===== config.mk =====
export PLATFORM = sky130hd
export DESIGN_NAME = alu_out_stage
export DESIGN_NICKNAME = d
export VERILOG_FILES = /design/src/rtl/alu_out_stage.sv
export SDC_FILE = /design/constraint.sdc
export NUM_CORES = 1
export LEC_CHECK = 0
export ABC_AREA = 0
export ABC_CLOCK_PERIOD_IN_PS = 7830
export CAP_MARGIN = 10
export CORE_ASPECT_RATIO = 1.25
export CORE_MARGIN = 2
export CORE_UTILIZATION = 25
export CTS_CLUSTER_SIZE = 8
export DETAILED_ROUTE_END_ITERATION = 6
export HOLD_SLACK_MARGIN = 0.03
export SLEW_MARGIN = 20
export SYNTH_ARGS = -nofsm -noshare
export SYNTH_HDL_FRONTEND = slang
export SYNTH_SLANG_ARGS = --single-unit

===== constraint.sdc =====
create_clock -name clk -period 7.83 [get_ports clk]
set_input_delay 1.566 -clock clk [delete_from_list [all_inputs] [get_ports clk]]
set_output_delay 1.566 -clock clk [all_outputs]
set_load 0.03 [all_outputs]

===== src/rtl/alu_out_stage.sv =====
// alu_out_stage: execute stage that sits after the A/B operand registers.
// Single-cycle ALU ops register into ALUOut/zero/overflow. MULTU/DIVU
// iterate one bit per cycle and write HI/LO when they finish.
//
// Ports:
//   clk, reset           clock (rising edge), asynchronous active-high reset
//   A, B                 operands from Areg/Breg
//   alu_op, start        operation select, sampled with start (ignored while busy)
//   ALUOut, zero         registered single-cycle result and its zero flag
//   overflow             registered signed overflow (ADD/SUB only)
//   HI, LO               product high/low word, or remainder/quotient
//   busy                 high while MULTU/DIVU iterates
//   done                 one-cycle completion pulse
module alu_out_stage #(
  parameter int unsigned WIDTH = 32
) (
  input  logic             clk,
  input  logic             reset,
  input  logic [WIDTH-1:0] A,
  input  logic [WIDTH-1:0] B,
  input  logic [3:0]       alu_op,
  input  logic             start,
  output logic [WIDTH-1:0] ALUOut,
  output logic             zero,
  output logic             overflow,
  output logic [WIDTH-1:0] HI,
  output logic [WIDTH-1:0] LO,
  output logic             busy,
  output logic             done
);

  localparam int unsigned CW = $clog2(WIDTH);

  typedef enum logic [1:0] {IDLE, MUL, DIV} state_t;

  typedef enum logic [3:0] {
    OP_AND  = 4'd0,  OP_OR   = 4'd1,  OP_ADD  = 4'd2,  OP_XOR  = 4'd3,
    OP_NOR  = 4'd4,  OP_SLL  = 4'd5,  OP_SUB  = 4'd6,  OP_SLT  = 4'd7,
    OP_SLTU = 4'd8,  OP_SRL  = 4'd9,  OP_SRA  = 4'd10, OP_MULTU = 4'd11,
    OP_DIVU = 4'd12, OP_MFHI = 4'd13, OP_MFLO = 4'd14, OP_ILL  = 4'd15
  } op_t;

  state_t           state, state_next;
  op_t              op;
  logic [CW-1:0]    count;
  logic [WIDTH-1:0] w_hi, w_lo, w_op;
  logic [WIDTH-1:0] iter_hi, iter_lo;
  logic [WIDTH-1:0] alu_res;
  logic             alu_ovf;
  logic             accept, long_op;
  logic [4:0]       shamt;

  logic [WIDTH:0]   mul_sum;
  logic [WIDTH:0]   div_r, div_d;

  assign op      = op_t'(alu_op);
  assign accept  = start && (state == IDLE);
  assign long_op = (op == OP_MULTU) || (op == OP_DIVU);
  assign shamt   = A[4:0];

  // State register
  always_ff @(posedge clk or posedge reset) begin
    if (reset) state <= IDLE;
    else       state <= state_next;
  end

  // Next-state logic
  always_comb begin
    state_next = state;
    case (state)
      IDLE: begin
        if (accept && op == OP_MULTU)     state_next = MUL;
        else if (accept && op == OP_DIVU) state_next = DIV;
      end
      MUL, DIV: if (count == '0) state_next = IDLE;
      default:  state_next = IDLE;
    endcase
  end

  // Outputs decoded from state
  always_comb begin
    busy = (state != IDLE);
  end

  // Single-cycle ALU
  always_comb begin
    alu_res = '0;
    alu_ovf = 1'b0;
    case (op)
      OP_AND:  alu_res = A & B;
      OP_OR:   alu_res = A | B;
      OP_ADD: begin
        alu_res = A + B;
        alu_ovf = (A[WIDTH-1] == B[WIDTH-1]) && (alu_res[WIDTH-1] != A[WIDTH-1]);
      end
      OP_XOR:  alu_res = A ^ B;
      OP_NOR:  alu_res = ~(A | B);
      OP_SLL:  alu_res = B << shamt;
      OP_SUB: begin
        alu_res = A - B;
        alu_ovf = (A[WIDTH-1] != B[WIDTH-1]) && (alu_res[WIDTH-1] != A[WIDTH-1]);
      end
      OP_SLT:  alu_res = WIDTH'($signed(A) < $signed(B));
      OP_SLTU: alu_res = WIDTH'(A < B);
      OP_SRL:  alu_res = B >> shamt;
      OP_SRA:  alu_res = WIDTH'($signed(B) >>> shamt);
      OP_MFHI: alu_res = HI;
      OP_MFLO: alu_res = LO;
      default: alu_res = '0;
    endcase
  end

  // One iteration step. The work registers are shared by both ops:
  // MUL keeps {partial product high, multiplier shifting out of w_lo};
  // DIV keeps {partial remainder, dividend shifting into quotient}.
  always_comb begin
    mul_sum = {1'b0, w_hi} + (w_lo[0] ? {1'b0, w_op} : '0);
    div_r   = {w_hi, w_lo[WIDTH-1]};
    div_d   = div_r - {1'b0, w_op};
    iter_hi = w_hi;
    iter_lo = w_lo;
    if (state == MUL) begin
      iter_hi = mul_sum[WIDTH:1];
      iter_lo = {mul_sum[0], w_lo[WIDTH-1:1]};
    end else if (state == DIV) begin
      // Borrow out (div_d[WIDTH]) means restore the shifted remainder.
      iter_hi = div_d[WIDTH] ? div_r[WIDTH-1:0] : div_d[WIDTH-1:0];
      iter_lo = {w_lo[WIDTH-2:0], ~div_d[WIDTH]};
    end
  end

  // Datapath registers
  always_ff @(posedge clk or posedge reset) begin
    if (reset) begin
      ALUOut   <= '0;
      zero     <= 1'b1;
      overflow <= 1'b0;
      HI       <= '0;
      LO       <= '0;
      done     <= 1'b0;
      count    <= '0;
      w_hi     <= '0;
      w_lo     <= '0;
      w_op     <= '0;
    end else begin
      done <= 1'b0;
      if (accept && !long_op) begin
        ALUOut   <= alu_res;
        zero     <= (alu_res == '0);
        overflow <= alu_ovf;
        done     <= 1'b1;
      end
      if (accept && long_op) begin
        w_hi  <= '0;
        w_lo  <= A;
        w_op  <= B;
        count <= CW'(WIDTH - 1);
      end
      if (state != IDLE) begin
        w_hi  <= iter_hi;
        w_lo  <= iter_lo;
        count <= count - 1'b1;
        if (count == '0) begin
          HI   <= iter_hi;
          LO   <= iter_lo;
          done <= 1'b1;
        end
      end
    end
  end

endmodule

==> impl_metrics.json, run 1 <==
{
  "status": "complete, no violations",
  "end_kind": "register",
  "slowest_stage": "a2111oi_0",
  "finalPower_mw": 8.36,
  "ctsHtreeMaxLevel": 1,
  "path_class": "in2reg",
  "grt_antenna_before_repair": 3,
  "synth_ff_type": "dfrtp_1",
  "synth_top_cell_area_share": 0.220,
  "p_int_mw": 4.17,
  "p_seq_frac": 0.203,
  "synthTopCellsByArea": "dfrtp_1 (22%), ha_1 (9.0%), a21oi_1 (5.8%)",
  "comb_power_share": 0.654,
  "syn-cell-area_um2": 22800,
  "clkPwrFrac": 0.142,
  "synth_edf_count": 0,
  "ys_types": 94,
  "grt_start_max_net_pins": 93,
  "cts_tree": "yes",
  "cts_resized": 0,
  "p_leak_nw": 10.8,
  "port_buffers": 170,
  "critical-path-top-delay-family": "compound AO/OA/AOI/OAI gates",
  "slew_violations": 0,
  "dr_total_vias": 24800,
  "hold_slack_ns": 0.474,
  "yosysMostFrequentCell": "nand2_1",
  "syn_nets": 3146,
  "synth_cells": 2906,
  "crit_top_cell": "nand4_1",
  "drc": 0,
  "routedWlPerCell_um": 27.9,
  "drt_iter0_drc": 3113,
  "synthToLayoutAreaGrowth_pct": 16.0,
  "switching_share": 0.501,
  "hpwlAfterDp_mm": 89.4,
  "drt-total-wl_mm": 116,
  "synth_largest_area_cell": "dfrtp_1",
  "power.switching_mw": 4.19,
  "synth_top_cells_by_count": "nand2_1 (307), a21oi_1 (263), nor2_1 (217), o21ai_0 (217), dfrtp_1 (201)",
  "die_w_um": 274,
  "final_hold_viol_count": 0,
  "die_area_um2": 93800,
  "crit_buf_inv": 2,
  "ys_warn_count": 0,
  "critPathMaxFanout": 22,
  "async_flop_share": 1.00,
  "cp-start-kind": "primary input",
  "setup_violations": 0,
  "post-route-period-util": 0.786,
  "cts_root_buf": "clkbuf_16",
  "cts_buffers": 29,
  "start_util": 0.253,
  "relSlewSlack": 0.205,
  "grt_pass1_vias": 23800,
  "min_path_type": "reg2reg",
  "clock_path_buffers": 3,
  "stdcell_area_um2": 26500,
  "fin_ws_ns": 1.68,
  "ant_nets": 0,
  "timing.setup.tns_ns": 0,
  "grt_usage": 0.242,
  "critPathMaxStageDelay_ns": 0.82,
  "globalRoute.totalOverflow": 0,
  "worstMarginPinSlew_ns": 1.18,
  "cts_sinks": 202,
  "pwr_density_cell_nw_per_um2": 315,
  "core_um2": 90200,
  "row_count": 123,
  "die_h_um": 342,
  "synth-seq-cells": 202,
  "drtPass1Iterations": 6,
  "worstPathRequired_ns": 8.34,
  "synth_seq_area_share": 0.221,
  "drive_above_1_share": 0.0770,
  "rsz0062_at_grt": "no",
  "clk_latency_ns": 0.61,
  "worstPathCellList": "buf_2 > inv_2 > ha_1 > a211oi_1 > o41ai_2 > o211ai_1 > nand2_1 > a31oi_1 > xnor2_1 > a2111oi_0 > nand4_1 > nor4_1 > nand4_1 > o21ai_1",
  "path_clk_slew_ns": 0.05,
  "postCtsSetupBuffers": 0,
  "syn_avg_cell_area_um2": 7.86,
  "cp.arrival_ns": 6.66,
  "fin_crit_ns": 6.15,
  "num_io_pins": 171,
  "gp_congestion": 1.06,
  "place_area_um2": 25700,
  "drv_cap": 0,
  "max-vdd-ir-drop_mv": 0.192,
  "grt_pass1_wl_mm": 169,
  "viasPerCell": 5.95,
  "cts_hold_buf": 0,
  "layout.nets": 3200,
  "fin_skew_ns": 0.0284,
  "max_freq_mhz": 162,
  "place_ws_ns": 1.20
}
[registers in the layout, indices dropped and copies added (netlist names)]
register	flops
LO	32
done	1
overflow	1
HI	32
w_op	32
count	5
ALUOut	32
w_lo	32
state	2
w_hi	32
zero	1
[power groups by stage]
stage               clock network, mW  registers (mW)  logic [mW]
floorplan                           0            1.76        3.78
global placement                    0            1.70        5.34
detailed placement                  0            1.70        5.37
CTS                              1.22            1.69        5.40
global route                     1.26            1.74        5.99
finish                           1.19            1.70        5.47
[cell type report]
| cell class | count | area [µm²] |
|---|---|---|
| antenna | 2 | 5.00 |
| clock buffer | 43 | 788 |
| clock inverter | 1 | 8.76 |
| fill | 9832 | 63700 |
| inverter | 163 | 619 |
| multi-input combinational | 2331 | 16400 |
| sequential | 202 | 5060 |
| tap | 1187 | 1490 |
| timing repair buffer | 233 | 2160 |
[per-stage QoR]
stage                      util  std cells
final                     0.294       4162
after global routing      0.294       4160
after CTS                 0.294       4160
after detailed placement  0.285       4116
after global placement    0.285       4116
after floorplan               -       2906
[worst paths after layout]
kind,from,end,slack [ns],depth (start not counted)
hold reg to reg,ALUOut[25]$_DFFE_PP0P_,ALUOut[25]$_DFFE_PP0P_,0.47,2
hold / removal,ALUOut[25]$_DFFE_PP0P_,ALUOut[25]$_DFFE_PP0P_,0.47,2
setup / recovery,A[1],zero$_DFFE_PP1P_,1.68,14
max in group asynchronous,reset,ALUOut[25]$_DFFE_PP0P_,4.89,3
setup reg to reg,w_lo[31]$_DFFE_PP0P_,HI[3]$_DFFE_PP0P_,3.11,16
min in group asynchronous,reset,w_op[7]$_DFFE_PP0P_,1.52,2
[cell families (layout without fill, tap and decap cells)]
family,count (synthesis),count (layout),share of synthesized area
AOI/OAI and AO/OA,1030,1030,0.302
and+or+nand+nor,888,888,0.186
buffers and inverters,373,440,0.0654
DFF,202,202,0.221
muxes,185,185,0.109
adders and majority gates,169,169,0.0939
xor gates and xnor gates,59,59,0.0226
other,0,2,0
[placed cells by master, fill, tap and decap left out, drive strengths merged, types with 44 or more instances in the layout]
master,netlist,layout
nand2,307,307
o221ai,51,51
buf,56,69
mux2i,98,98
a211oi,58,58
mux2,44,44
nor3,59,59
nand3,50,50
dfrtp,201,201
inv,160,162
a21oi,263,263
o21ai,219,219
ha,165,165
nor2,217,217
clkdlybuf4s50,0,164
a21o,49,49
[layer usage]
layer,wire length (µm),vias to the layer above,track usage,share of wire
met1,44400,12100,0.295,0.38
met5,13,-,0,0.00011
li1,-,11000,-,-
met2,54100,1416,0.402,0.47
met3,9720,320,0.0395,0.084
met4,7760,2,0.139,0.067
[worst register-to-register path, stage by stage, from the launching register on]
cell and delay [ns]:
dfrtp_1 0.40, inv_1 0.25, ha_1 0.25, inv_1 0.06, fa_1 0.44, a211o_1 0.33, a21oi_1 0.32, nor3_1 0.19
o31a_1 0.42, o21ai_0 0.21, a211o_2 0.31, buf_4 0.52, nor2b_1 0.14, a31oi_1 0.16, a21oi_1 0.09, a2bb2oi_1 0.35
o21ai_0 0.15
(Power assumes the default switching activity.)
==> inputs of run 2 (changes only) <==
--- a/config.mk
+++ b/config.mk
@@ -6,7 +6,7 @@
 export NUM_CORES = 1
 export LEC_CHECK = 0
 export ABC_AREA = 0
-export ABC_CLOCK_PERIOD_IN_PS = 7830
+export ABC_CLOCK_PERIOD_IN_PS = 6300
 export CAP_MARGIN = 10
 export CORE_ASPECT_RATIO = 1.25
 export CORE_MARGIN = 2
==> constraint.sdc (replaced) <==
create_clock -name clk -period 6.3 [get_ports clk]
set_input_delay 1.26 -clock clk [delete_from_list [all_inputs] [get_ports clk]]
set_output_delay 1.26 -clock clk [all_outputs]
set_load 0.03 [all_outputs]
==> impl_metrics.json, run 2 (synthesis results as in run 1) <==
{
  "relSlewSlack": 0.246,
  "worstPathRequired_ns": 6.85,
  "rsz0062_at_grt": "no",
  "port_buffers": 170,
  "layout.nets": 3265,
  "ant_nets": 0,
  "cts_root_buf": "clkbuf_16",
  "path_class": "in2reg",
  "postCtsSetupBuffers": 0,
  "critPathMaxStageDelay_ns": 0.70,
  "globalRoute.totalOverflow": 0,
  "slew_violations": 0,
  "cts_hold_buf": 0,
  "num_io_pins": 171,
  "viasPerCell": 5.87,
  "hp-start": "ALUOut[20]$_DFFE_PP0P_",
  "grt_usage": 0.243,
  "core_um2": 90200,
  "path_clk_slew_ns": 0.05,
  "cp-start-kind": "primary input",
  "dpl.cell_count": 4181,
  "fin_ws_ns": 0.834,
  "crit_top_cell": "buf_4",
  "min_path_type": "reg2reg",
  "grt_antenna_before_repair": 3,
  "final_hold_viol_count": 0,
  "n_antenna_cell": 0,
  "drive_above_1_share": 0.0957,
  "timing.setup.tns_ns": 0,
  "cts_sinks": 202,
  "routedWlPerCell_um": 27.6,
  "dr_total_vias": 24800,
  "critical-path-top-delay-family": "compound AO/OA/AOI/OAI gates",
  "cts_buffers": 29,
  "drt_iter0_drc": 2588,
  "fin_crit_ns": 5.47,
  "drc": 0,
  "fin_cells": 4227,
  "end_kind": "register",
  "finalPower_mw": 10.6,
  "start_util": 0.253,
  "ctsHtreeMaxLevel": 1,
  "synthToLayoutAreaGrowth_pct": 18.4,
  "clock_path_buffers": 3,
  "max-vdd-ir-drop_mv": 0.257,
  "final_cell_mix": "nand2_1 (307), a21oi_1 (263), o21ai_0 (217)",
  "slowest_stage": "clkdlybuf4s50_1",
  "cts_tree": "yes",
  "r2r-start": "w_lo[31]$_DFFE_PP0P_",
  "grt_pass1_wl_mm": 170,
  "gp_congestion": 1.06,
  "max_freq_mhz": 183,
  "pwr_density_cell_nw_per_um2": 391,
  "worstPathCellList": "clkdlybuf4s50_1 > inv_1 > ha_1 > inv_1 > a21oi_1 > o2111ai_1 > buf_4 > a2111oi_0 > buf_4 > o31ai_1 > a221o_1 > a211oi_1 > nand3_1 > nor4_1 > buf_4 > nand4_1 > o21ai_1",
  "cp.arrival_ns": 6.02,
  "critPathMaxFanout": 11,
  "hpwlAfterDp_mm": 90.9,
  "drtPass1Iterations": 7,
  "setup_violations": 0,
  "fin_skew_ns": 0.0173,
  "clk_latency_ns": 0.62,
  "row_count": 123,
  "place_ws_ns": 0.363,
  "grt_start_max_net_pins": 141,
  "die_area_um2": 93800,
  "drv_cap": 0,
  "status": "complete, no violations",
  "final_common_cell": "nand2_1",
  "grt_pass1_vias": 24100,
  "post-route-period-util": 0.868,
  "startpoint": "B[9]",
  "drt-total-wl_mm": 117,
  "die_w_um": 274,
  "cts_resized": 0,
  "fillCellCount": 9806,
  "p_leak_nw": 11.2,
  "die_h_um": 342,
  "worstMarginPinSlew_ns": 1.13,
  "crit_buf_inv": 6
}
==> run 2: layout make-up <==
type	count	area [µm²]	share of cell area
well taps	1187	1490	0.0549
clock inverters	1	20.0	0.000741
multi-input cells	2331	16400	0.605
repair buffers	298	2700	0.0998
flip-flops and latches	202	5060	0.187
inverters	163	616	0.0228
clock buffers	45	796	0.0294
==> run 2: metal layers <==
metal	GRT usage	vias up	part of all wire
met5	0	-	0.00015
met4	0.127	2	0.062
met3	0.0346	293	0.074
met2	0.403	1272	0.47
met1	0.303	12100	0.40
li1	-	11100	-
==> run 2: worst register-to-register path: stages (launching register included) <==
cell	delay [ns]
dfrtp_1	0.40
inv_1	0.24
ha_1	0.23
inv_1	0.05
fa_1	0.43
a211o_1	0.33
a21oi_1	0.34
nor3_1	0.18
o31a_1	0.41
o21ai_0	0.21
a211o_2	0.78
buf_4	0.34
mux2i_1	0.20
a211oi_1	0.09
a21oi_1	0.26
o21ai_0	0.13
==> run 2: through the flow <==
| step | utilization | area [µm²] | hold WS, ns |
|---|---|---|---|
| detailed placement | 0.291 | 26200 | 0.476 |
| global route | 0.300 | 27000 | 0.514 |
| finish | 0.300 | 27000 | 0.477 |
| floorplan | - | 22800 | 0.467 |
| global placement | 0.291 | 26200 | 0.463 |
| CTS | 0.300 | 27000 | 0.487 |
==> run 2: power breakdown <==
part / switching [mW] / internal [mW] / total [mW]
logic: 4.25 / 2.67 / 6.92
clock network: 0.664 / 0.854 / 1.52
registers: 0.407 / 1.71 / 2.12
total: 5.32 / 5.24 / 10.6
==> run 2: path summary, 6_finish.rpt <==
path / end / slack [ns] / cells after the start
setup / recovery: zero$_DFFE_PP1P_ / 0.83 / 17
hold / removal: ALUOut[20]$_DFFE_PP0P_ / 0.48 / 2
setup reg to reg: HI[13]$_DFFE_PP0P_ / 1.51 / 15
hold reg to reg: ALUOut[20]$_DFFE_PP0P_ / 0.48 / 2
max in group asynchronous: ALUOut[29]$_DFFE_PP0P_ / 4.06 / 3
min in group asynchronous: w_hi[8]$_DFFE_PP0P_ / 1.03 / 2
